--- src/rtl/uart_rx_cfg.sv ---
// UART receiver with configurable width, parity and stop bits.
// Majority-vote sampling, runtime divisor, valid/ready holding register.
module uart_rx_cfg #(
  parameter int DATA_BITS = 8,
  parameter int PARITY    = 0,
  parameter int STOP_BITS = 1,
  parameter int DIV_WIDTH = 16
) (
  input  logic                 clk100,
  input  logic                 rst,
  input  logic                 rx,
  input  logic [DIV_WIDTH-1:0] baud_div,
  output logic [DATA_BITS-1:0] data,
  output logic                 valid,
  input  logic                 ready,
  output logic                 frame_err,
  output logic                 parity_err,
  output logic                 break_det,
  output logic                 overrun
);

  typedef enum logic [2:0] {
    IDLE,
    START,
    DATA,
    PAR,
    STOP,
    WAIT_IDLE
  } state_e;

  state_e               state_q, state_d;
  logic                 rx_m_q, rx_s_q;
  logic [2:0]           sh_q;
  logic [DIV_WIDTH-1:0] div_q, div_d;
  logic [DIV_WIDTH-1:0] tmr_q, tmr_d;
  logic [3:0]           cnt_q, cnt_d;
  logic [DATA_BITS-1:0] dsh_q, dsh_d;
  logic                 par_q, par_d;
  logic                 zero_q, zero_d;
  logic                 ferr_q, ferr_d;
  logic                 done_q, done_d;
  logic [DATA_BITS-1:0] data_q, data_d;
  logic                 valid_q, valid_d;
  logic                 fe_q, fe_d;
  logic                 pe_q, pe_d;
  logic                 bk_q, bk_d;
  logic                 ov_q, ov_d;

  logic                 maj;
  logic                 tick;
  logic                 perr_w;
  logic [DIV_WIDTH-1:0] div_in;

  assign maj = (sh_q[0] & sh_q[1]) |
               (sh_q[0] & sh_q[2]) |
               (sh_q[1] & sh_q[2]);

  assign div_in = (baud_div < DIV_WIDTH'(4)) ?
                  DIV_WIDTH'(4) : baud_div;

  assign tick = (tmr_q == '0);

  assign perr_w = (PARITY == 1) ? ~par_q :
                  (PARITY == 2) ? par_q : 1'b0;

  always_comb begin
    state_d = state_q;
    div_d   = div_q;
    tmr_d   = tmr_q;
    cnt_d   = cnt_q;
    dsh_d   = dsh_q;
    par_d   = par_q;
    zero_d  = zero_q;
    ferr_d  = ferr_q;
    done_d  = 1'b0;
    data_d  = data_q;
    valid_d = valid_q;
    fe_d    = fe_q;
    pe_d    = pe_q;
    bk_d    = bk_q;
    ov_d    = ov_q;

    if (state_q != IDLE && state_q != WAIT_IDLE) begin
      tmr_d = tick ? div_q - DIV_WIDTH'(1)
                   : tmr_q - DIV_WIDTH'(1);
    end

    unique case (state_q)
      IDLE: begin
        // previous rx_s high, current low
        if (sh_q[0] && !rx_s_q) begin
          state_d = START;
          div_d   = div_in;
          tmr_d   = (div_in >> 1) - DIV_WIDTH'(1);
          cnt_d   = '0;
          par_d   = 1'b0;
          zero_d  = 1'b1;
          ferr_d  = 1'b0;
        end
      end
      START: begin
        if (tick) state_d = maj ? IDLE : DATA;
      end
      DATA: begin
        if (tick) begin
          dsh_d  = {maj, dsh_q[DATA_BITS-1:1]};
          par_d  = par_q ^ maj;
          zero_d = zero_q & ~maj;
          if (cnt_q == 4'(DATA_BITS - 1)) begin
            cnt_d   = '0;
            state_d = (PARITY != 0) ? PAR : STOP;
          end else begin
            cnt_d = cnt_q + 4'd1;
          end
        end
      end
      PAR: begin
        if (tick) begin
          par_d   = par_q ^ maj;
          zero_d  = zero_q & ~maj;
          state_d = STOP;
        end
      end
      STOP: begin
        if (tick) begin
          zero_d = zero_q & ~maj;
          ferr_d = ferr_q | ~maj;
          if (cnt_q == 4'(STOP_BITS - 1)) begin
            cnt_d   = '0;
            done_d  = 1'b1;
            state_d = maj ? IDLE : WAIT_IDLE;
          end else begin
            cnt_d = cnt_q + 4'd1;
          end
        end
      end
      WAIT_IDLE: begin
        if (maj) state_d = IDLE;
      end
      default: state_d = IDLE;
    endcase

    if (done_q) begin
      data_d  = dsh_q;
      fe_d    = ferr_q;
      pe_d    = perr_w;
      bk_d    = zero_q;
      valid_d = 1'b1;
      ov_d    = valid_q & ~ready;
    end else if (valid_q && ready) begin
      valid_d = 1'b0;
      ov_d    = 1'b0;
    end
  end

  always_ff @(posedge clk100 or posedge rst) begin
    if (rst) begin
      state_q <= IDLE;
      rx_m_q  <= 1'b1;
      rx_s_q  <= 1'b1;
      sh_q    <= 3'b111;
      div_q   <= DIV_WIDTH'(4);
      tmr_q   <= '0;
      cnt_q   <= '0;
      dsh_q   <= '0;
      par_q   <= 1'b0;
      zero_q  <= 1'b0;
      ferr_q  <= 1'b0;
      done_q  <= 1'b0;
      data_q  <= '0;
      valid_q <= 1'b0;
      fe_q    <= 1'b0;
      pe_q    <= 1'b0;
      bk_q    <= 1'b0;
      ov_q    <= 1'b0;
    end else begin
      state_q <= state_d;
      rx_m_q  <= rx;
      rx_s_q  <= rx_m_q;
      sh_q    <= {sh_q[1:0], rx_s_q};
      div_q   <= div_d;
      tmr_q   <= tmr_d;
      cnt_q   <= cnt_d;
      dsh_q   <= dsh_d;
      par_q   <= par_d;
      zero_q  <= zero_d;
      ferr_q  <= ferr_d;
      done_q  <= done_d;
      data_q  <= data_d;
      valid_q <= valid_d;
      fe_q    <= fe_d;
      pe_q    <= pe_d;
      bk_q    <= bk_d;
      ov_q    <= ov_d;
    end
  end

  assign data       = data_q;
  assign valid      = valid_q;
  assign frame_err  = fe_q;
  assign parity_err = pe_q;
  assign break_det  = bk_q;
  assign overrun    = ov_q;

endmodule

--- config.mk ---
export PLATFORM = sky130hd
export DESIGN_NAME = uart_rx_cfg
export DESIGN_NICKNAME = d
export VERILOG_FILES = /design/src/rtl/uart_rx_cfg.sv
export SDC_FILE = /design/constraint.sdc
export NUM_CORES = 1
export LEC_CHECK = 0
export CELL_PAD_IN_SITES_DETAIL_PLACEMENT = 1
export CELL_PAD_IN_SITES_GLOBAL_PLACEMENT = 1
export CORE_MARGIN = 2
export CORE_UTILIZATION = 25
export DETAILED_ROUTE_END_ITERATION = 10
export PLACE_DENSITY_LB_ADDON = 0.1
export SLEW_MARGIN = 10
export SYNTH_ARGS = -nofsm -noshare
export SYNTH_HDL_FRONTEND = slang
export SYNTH_SLANG_ARGS = --single-unit
--- constraint.sdc ---
create_clock -name clk100 -period 4.9 [get_ports clk100]
set_clock_uncertainty 0.2 [all_clocks]
set_input_delay 0.98 -clock clk100 [delete_from_list [all_inputs] [get_ports clk100]]
set_output_delay 0.98 -clock clk100 [all_outputs]
set_load 0.02 [all_outputs]
After elaboration in Yosys (flattened, before gate mapping). Cells that the tools add are included.

Register bits after elaboration: 67. Latch bits: 0. Memory bits (writable): 0. Bits in read-only memories: 0. Bits of input ports: 20. Output and inout port bits: 13. Memories kept: 0.

Add/subtract/negate cells: 4. Multiply operators: 0. Div/mod/pow operators: 0. Order comparisons: 1. Equal/unequal tests: 16. Shifts and indexed selects: 0. Muxes and demuxes: 34. Bitwise operators: 10. Reduce and logical (&&, ||, !) cells: 19.

Operators with widths (number): 2-to-1 mux 16 bit (5); subtractor 16 x 1 -> 16 bit, second input constant (2); 2-to-1 mux 3 bit (9); 2-to-1 mux 4 bit (5); case mux 3 bit (6 select lines) (1); zero test 16 bit (1); < comparator 16 x 3 -> 1 bit, second input constant (1); inequality test 2 bit, second input constant (8); subtractor 15 x 1 -> 16 bit, second input constant (1); case mux 4 bit (3 select lines) (1); 2-to-1 mux 1 bit (10); AND reduction 8 bit (1); equality test 3 x 2 -> 1 bit, second input constant (2); equality test 3 bit, second input constant (2); AND reduction 3 bit (2); nonzero test 2 bit (3); nonzero test 3 bit (2); AND 1 bit (5); adder 4 x 1 -> 4 bit, second input constant (1); equality test 4 x 3 -> 1 bit, second input constant (1); zero test 4 bit (1); case mux 1 bit (2 select lines) (2); AND reduction 2 bit (2); AND reduction 4 bit (1); other kinds (10) (15).

Longest topological paths before layout.
Word-level depth: 7. Gate-level depth with buffers: 11. Mapped depth without buffers: 9.

Worst setup path after synthesis. OpenSTA, ideal clock, no wires.

Path type: input to register. Start: input port baud_div[12]. End: register tmr_q[12]. Arrival time: 2784 ps. Required time: 4565 ps. Setup slack: 1780 ps. Stages: 9. Cells stage by stage: or4_1 nor4_4 nand2_1 o21ai_1 ha_1 nand3_1 xnor2_1 o22ai_1 a21oi_1.

Longest elaborated chain between the ends: 5.

Ends and longest elaborated chain: start, declared (line 12) `input logic [DIV_WIDTH-1:0] baud_div,`; < comparator 16 x 3 -> 1 bit (line 58) `assign div_in = (baud_div < DIV_WIDTH'(4)) ?`; 2-to-1 mux 16 bit (*) (line 58); subtractor 15 x 1 -> 16 bit (*) (line 94) `tmr_d = (div_in >> 1) - DIV_WIDTH'(1);`; 2-to-1 mux 16 bit (*) (line 91) `if (sh_q[0] && !rx_s_q) begin`; 2-to-1 mux 16 bit (*) (line 88) `unique case (state_q)`; named net tmr_d[12] (line 35) `logic [DIV_WIDTH-1:0] tmr_q, tmr_d;`; end signal, assigned (line 182) `tmr_q <= tmr_d;`; end, declared (line 35).

Mark *: on every way through the listed nets, which the timed path passes. The rest lies on a longest branch. A chain may end at the register's enable or synchronous reset.

Final worst setup path.
Start: input port baud_div[9]. End: register tmr_q[14].

The elaborated chain is that of the path after synthesis.

==> Flow_metrics.wiki <==
{| class="wikitable"
! Metric !! Value
|-
| Cells traversed along the worst timing path || clkdlybuf4s50_1 > or4_1 > nor4_4 > nand2_1 > o21ai_1 > ha_1 > nand3_1 > xnor2_1 > o21ai_0 > a21oi_1
|-
| Total nets after synthesis || 417
|-
| Die Y-Extent || 126 um
|-
| Vias || 3050
|-
| Final Slew Violations || 0
|-
| Core box area || 14500 um^2
|-
| Required time at the worst-slack endpoint || 4900 ps
|-
| Leak pwr || 1.91 nW
|-
| Final critical-path required period || 3740 ps
|-
| Fillers || 1661
|-
| Max Clk Rate || 267 MHz
|-
| Number of setup buffers added after CTS || 0
|-
| Initial core utilization || 25.6%
|-
| Synthesized cell area || 3700 um^2
|-
| Hpwl dp || 7900 um
|-
| I/O Buffers || 31
|-
| Worst Setup End Kind || flop
|-
| Remaining global-route overflow || 0
|-
| Worst Hold Class || reg2reg
|-
| Number of vias per cell after detailed routing || 4.98
|-
| Routability congestion estimate from global placement || 0.771
|-
| Slew @ Worst Pin || 890 ps
|-
| Horiz. Die Dim || 126 um
|-
| Number of hold violations in the final report || 0
|-
| Ports || 33
|-
| Biggest cell delay along the critical path || 630 ps
|-
| Number of global-route vias before repair || 3094
|-
| Die outline area || 15800 um^2
|-
| Clock latency reported for the late side of the worst-skew pair || 340 ps
|-
| Commonest cells in the synthesized netlist || 67 x nand2_1, 61 x dfrtp_1, 34 x a21oi_1
|-
| Average wire per cell in the routed design || 18.0 um
|-
| Peak ir drop on the vdd network || 0.175 mV
|-
| Max-slew headroom at the worst pin || 40.7%
|-
| Proportion of power drawn by combinational gates || 29.6%
|-
| Post-synth EDFFs || 0
|-
| Cell at the root of the clock tree || clkbuf_16
|-
| Global Route Usage Sum || 14.5%
|-
| Initial antenna violation count || 0
|-
| Warning count from the yosys run || 0
|-
| Switching power || 897 uW
|-
| Biggest fanout along the worst timing path || 6
|-
| Number of cells produced by synthesis || 392
|-
| CTS buffer count || 9
|-
| Outcome || finished, final reports clean
|-
| Number of remaining DRC errors || 0
|-
| Number of nets at the end of the flow || 448
|-
| Cell row count || 44
|-
| Hold Buf Count CTS || 0
|-
| Final worst path period share || 76.3%
|-
| Iteration count of the initial detailed-routing pass || 4
|-
| Cell total after placement || 596
|-
| Unique masters post-synth || 62
|-
| RSZ-0062 raised after global routing || no
|-
| Switching part of the total || 37.2%
|-
| Leading post-synthesis cells by cell area || dfrtp_1 41%, nand2_1 6.8%, mux2_2 4.9%
|-
| Path type of the worst setup path || in2reg
|-
| Max Root-Sink Buffers || 2
|-
| Accumulated negative setup slack || 0 ps
|-
| Largest net degree at the start of global routing || 51
|-
| Worst path slowest cell || or4_1
|-
| Number of diodes || 0
|-
| Share of power burned in registers || 38.2%
|-
| Most frequent cell after synthesis || nand2_1
|-
| Antenna-violating nets left || 0
|-
| TritonCTS clock tree || done
|-
| Share of final-layout standard cells stronger than drive strength 1 || 13.8%
|-
| CTS Sinks || 67
|-
| Sequential cell area fraction in the yosys report || 45.5%
|-
| Count of cells resized by post-cts repair || 0
|-
| Clk pwr share || 32.2%
|-
| CP arrival || 3740 ps
|-
| Clock transition at path regs || 50 ps
|-
| Count of placed standard cells in the final layout, fillers left out || 612
|-
| Setup violators final || 0
|-
| Post-synthesis cell type with the largest combined area || dfrtp_1
|-
| Mean instance size in the synthesized netlist || 9.44 um^2
|-
| Most frequently used flop master after synthesis || dfrtp_1
|-
| Share of async-settable or async-resettable flops after synthesis || 100%
|-
| Top cell type's share of synthesized area || 41.3%
|-
| Number of synthesized register bits || 67
|-
| Internal cell power || 1.51 mW
|-
| Final wirelength || 11000 um
|-
| Area delta synth->final || 23.4%
|-
| Violation count after the first detailed-route iteration || 94
|-
| Wire length of the first global-routing pass || 17700 um
|-
| H-Tree Depth || 3
|-
| Power Density || 528 nW/um^2
|-
| Startpoint type of the worst setup path || input pin
|-
| # Max-Cap Violations || 0
|}
[state kept, by name (all words and copies together) (netlist names)]
| register | count |
|---|---|
| overrun | 1 |
| rx_m_q | 1 |
| valid | 1 |
| data | 8 |
| tmr_q | 16 |
| break_det | 1 |
| done_q | 1 |
| zero_q | 1 |
| sh_q | 3 |
| rx_s_q | 1 |
| frame_err | 1 |
| dsh_q | 8 |
| cnt_q | 4 |
| div_q | 16 |
| ferr_q | 1 |
| state_q | 3 |
[kinds of logic (layout without fill, tap and decap cells)]
family | count (synthesis) | count (layout) | share of synthesized area (%)
simple gates | 161 | 161 | 22.8
xor+xnor | 20 | 20 | 4.73
buf+inv | 24 | 60 | 2.84
fa+ha+maj | 6 | 6 | 1.96
flops | 67 | 67 | 45.5
compound gates | 90 | 90 | 15.0
other cells | 1 | 1 | 0.101
mux | 23 | 23 | 7.00
[worst max-delay path: cells and delay by family]
kind                     cells  cell delay [ps]
AO/OA/AOI/OAI                3              480
XOR/XNOR                     1              140
adder cells (fa/ha/maj)      1              310
buffers and inverters        1              510
AND/OR/NAND/NOR              4             1310
[final cells by class]
cell class | count | area (um^2) | area share, %
multi-input combinational | 301 | 1910 | 41.8
inverter | 7 | 26.3 | 0.575
sequential | 67 | 1680 | 36.9
clock inverter | 5 | 106 | 2.33
tap | 184 | 230 | 5.04
clock buffer | 11 | 253 | 5.54
timing repair buffer | 37 | 355 | 7.78
[placed cells by master, fill, tap and decap left out, types with 3 or more instances in the layout]
| cell | netlist | layout |
|---|---|---|
| dfstp_2 | 6 | 6 |
| dfrtp_1 | 61 | 61 |
| xor2_1 | 14 | 14 |
| or3_1 | 4 | 4 |
| buf_4 | 1 | 6 |
| inv_1 | 7 | 6 |
| mux2_1 | 3 | 3 |
| nor4_1 | 9 | 9 |
| nor4_4 | 4 | 4 |
| bufinv_16 | 0 | 3 |
| nand3_1 | 11 | 11 |
| a21o_1 | 3 | 3 |
| nor3b_1 | 4 | 4 |
| nand2b_1 | 3 | 3 |
| clkdlybuf4s50_1 | 0 | 31 |
| mux2_2 | 16 | 16 |
| mux2i_1 | 3 | 3 |
| nand2_1 | 67 | 67 |
| o21ai_0 | 21 | 21 |
| xnor2_1 | 6 | 6 |
| a21oi_1 | 34 | 34 |
| nor3_1 | 11 | 11 |
| o221ai_1 | 4 | 4 |
| or2_2 | 3 | 3 |
| a31oi_1 | 4 | 4 |
| ha_1 | 5 | 5 |
| o22ai_1 | 6 | 6 |
| nor2_1 | 25 | 25 |
| nand3b_1 | 3 | 3 |
| clkbuf_16 | 0 | 9 |
[metal layers]
| metal | global-route usage, % | share of wire, % | vias to the layer above |
|---|---|---|---|
| li1 | - | - | 1471 |
| met1 | 18.3 | 46 | 1524 |
| met2 | 24.7 | 50 | 44 |
| met3 | 3.44 | 2.8 | 11 |
| met4 | 4.51 | 1.3 | 0 |
| met5 | 0 | 0 | - |
[through the flow]
stage	area, um^2	hold WS [ps]	utilization [%]	worst slack [ps]	total power, mW
2_1_floorplan	3700	145	-	1780	1.39
3_3_place_gp	4210	149	29.1	920	1.64
3_5_place_dp	4210	148	29.1	793	1.65
4_1_cts	4570	154	31.5	1150	2.45
5_1_grt	4570	157	31.5	930	2.59
6_report	4570	154	31.5	1160	2.41
[power groups by stage]
stage	Sequential (mW)	Clock, mW	Combinational (mW)
2_1_floorplan	0.842	0	0.543
3_3_place_gp	0.929	0	0.711
3_5_place_dp	0.929	0	0.721
4_1_cts	0.922	0.805	0.726
5_1_grt	0.952	0.825	0.812
6_report	0.922	0.776	0.713
[path summary, 6_finish.rpt]
check | start | slack (ps) | endpoint | cells past startpoint
worst min-delay path | rx_m_q | 150 | rx_s_q | 0
worst max-delay path | baud_div[9] | 1160 | tmr_q[14] | 10
min in group asynchronous | rst | 740 | valid | 2
worst min register to register | rx_m_q | 150 | rx_s_q | 0
worst max register to register | tmr_q[0] | 2070 | tmr_q[15] | 7
max in group asynchronous | rst | 2740 | tmr_q[0] | 3
(Power assumes the default switching activity.)
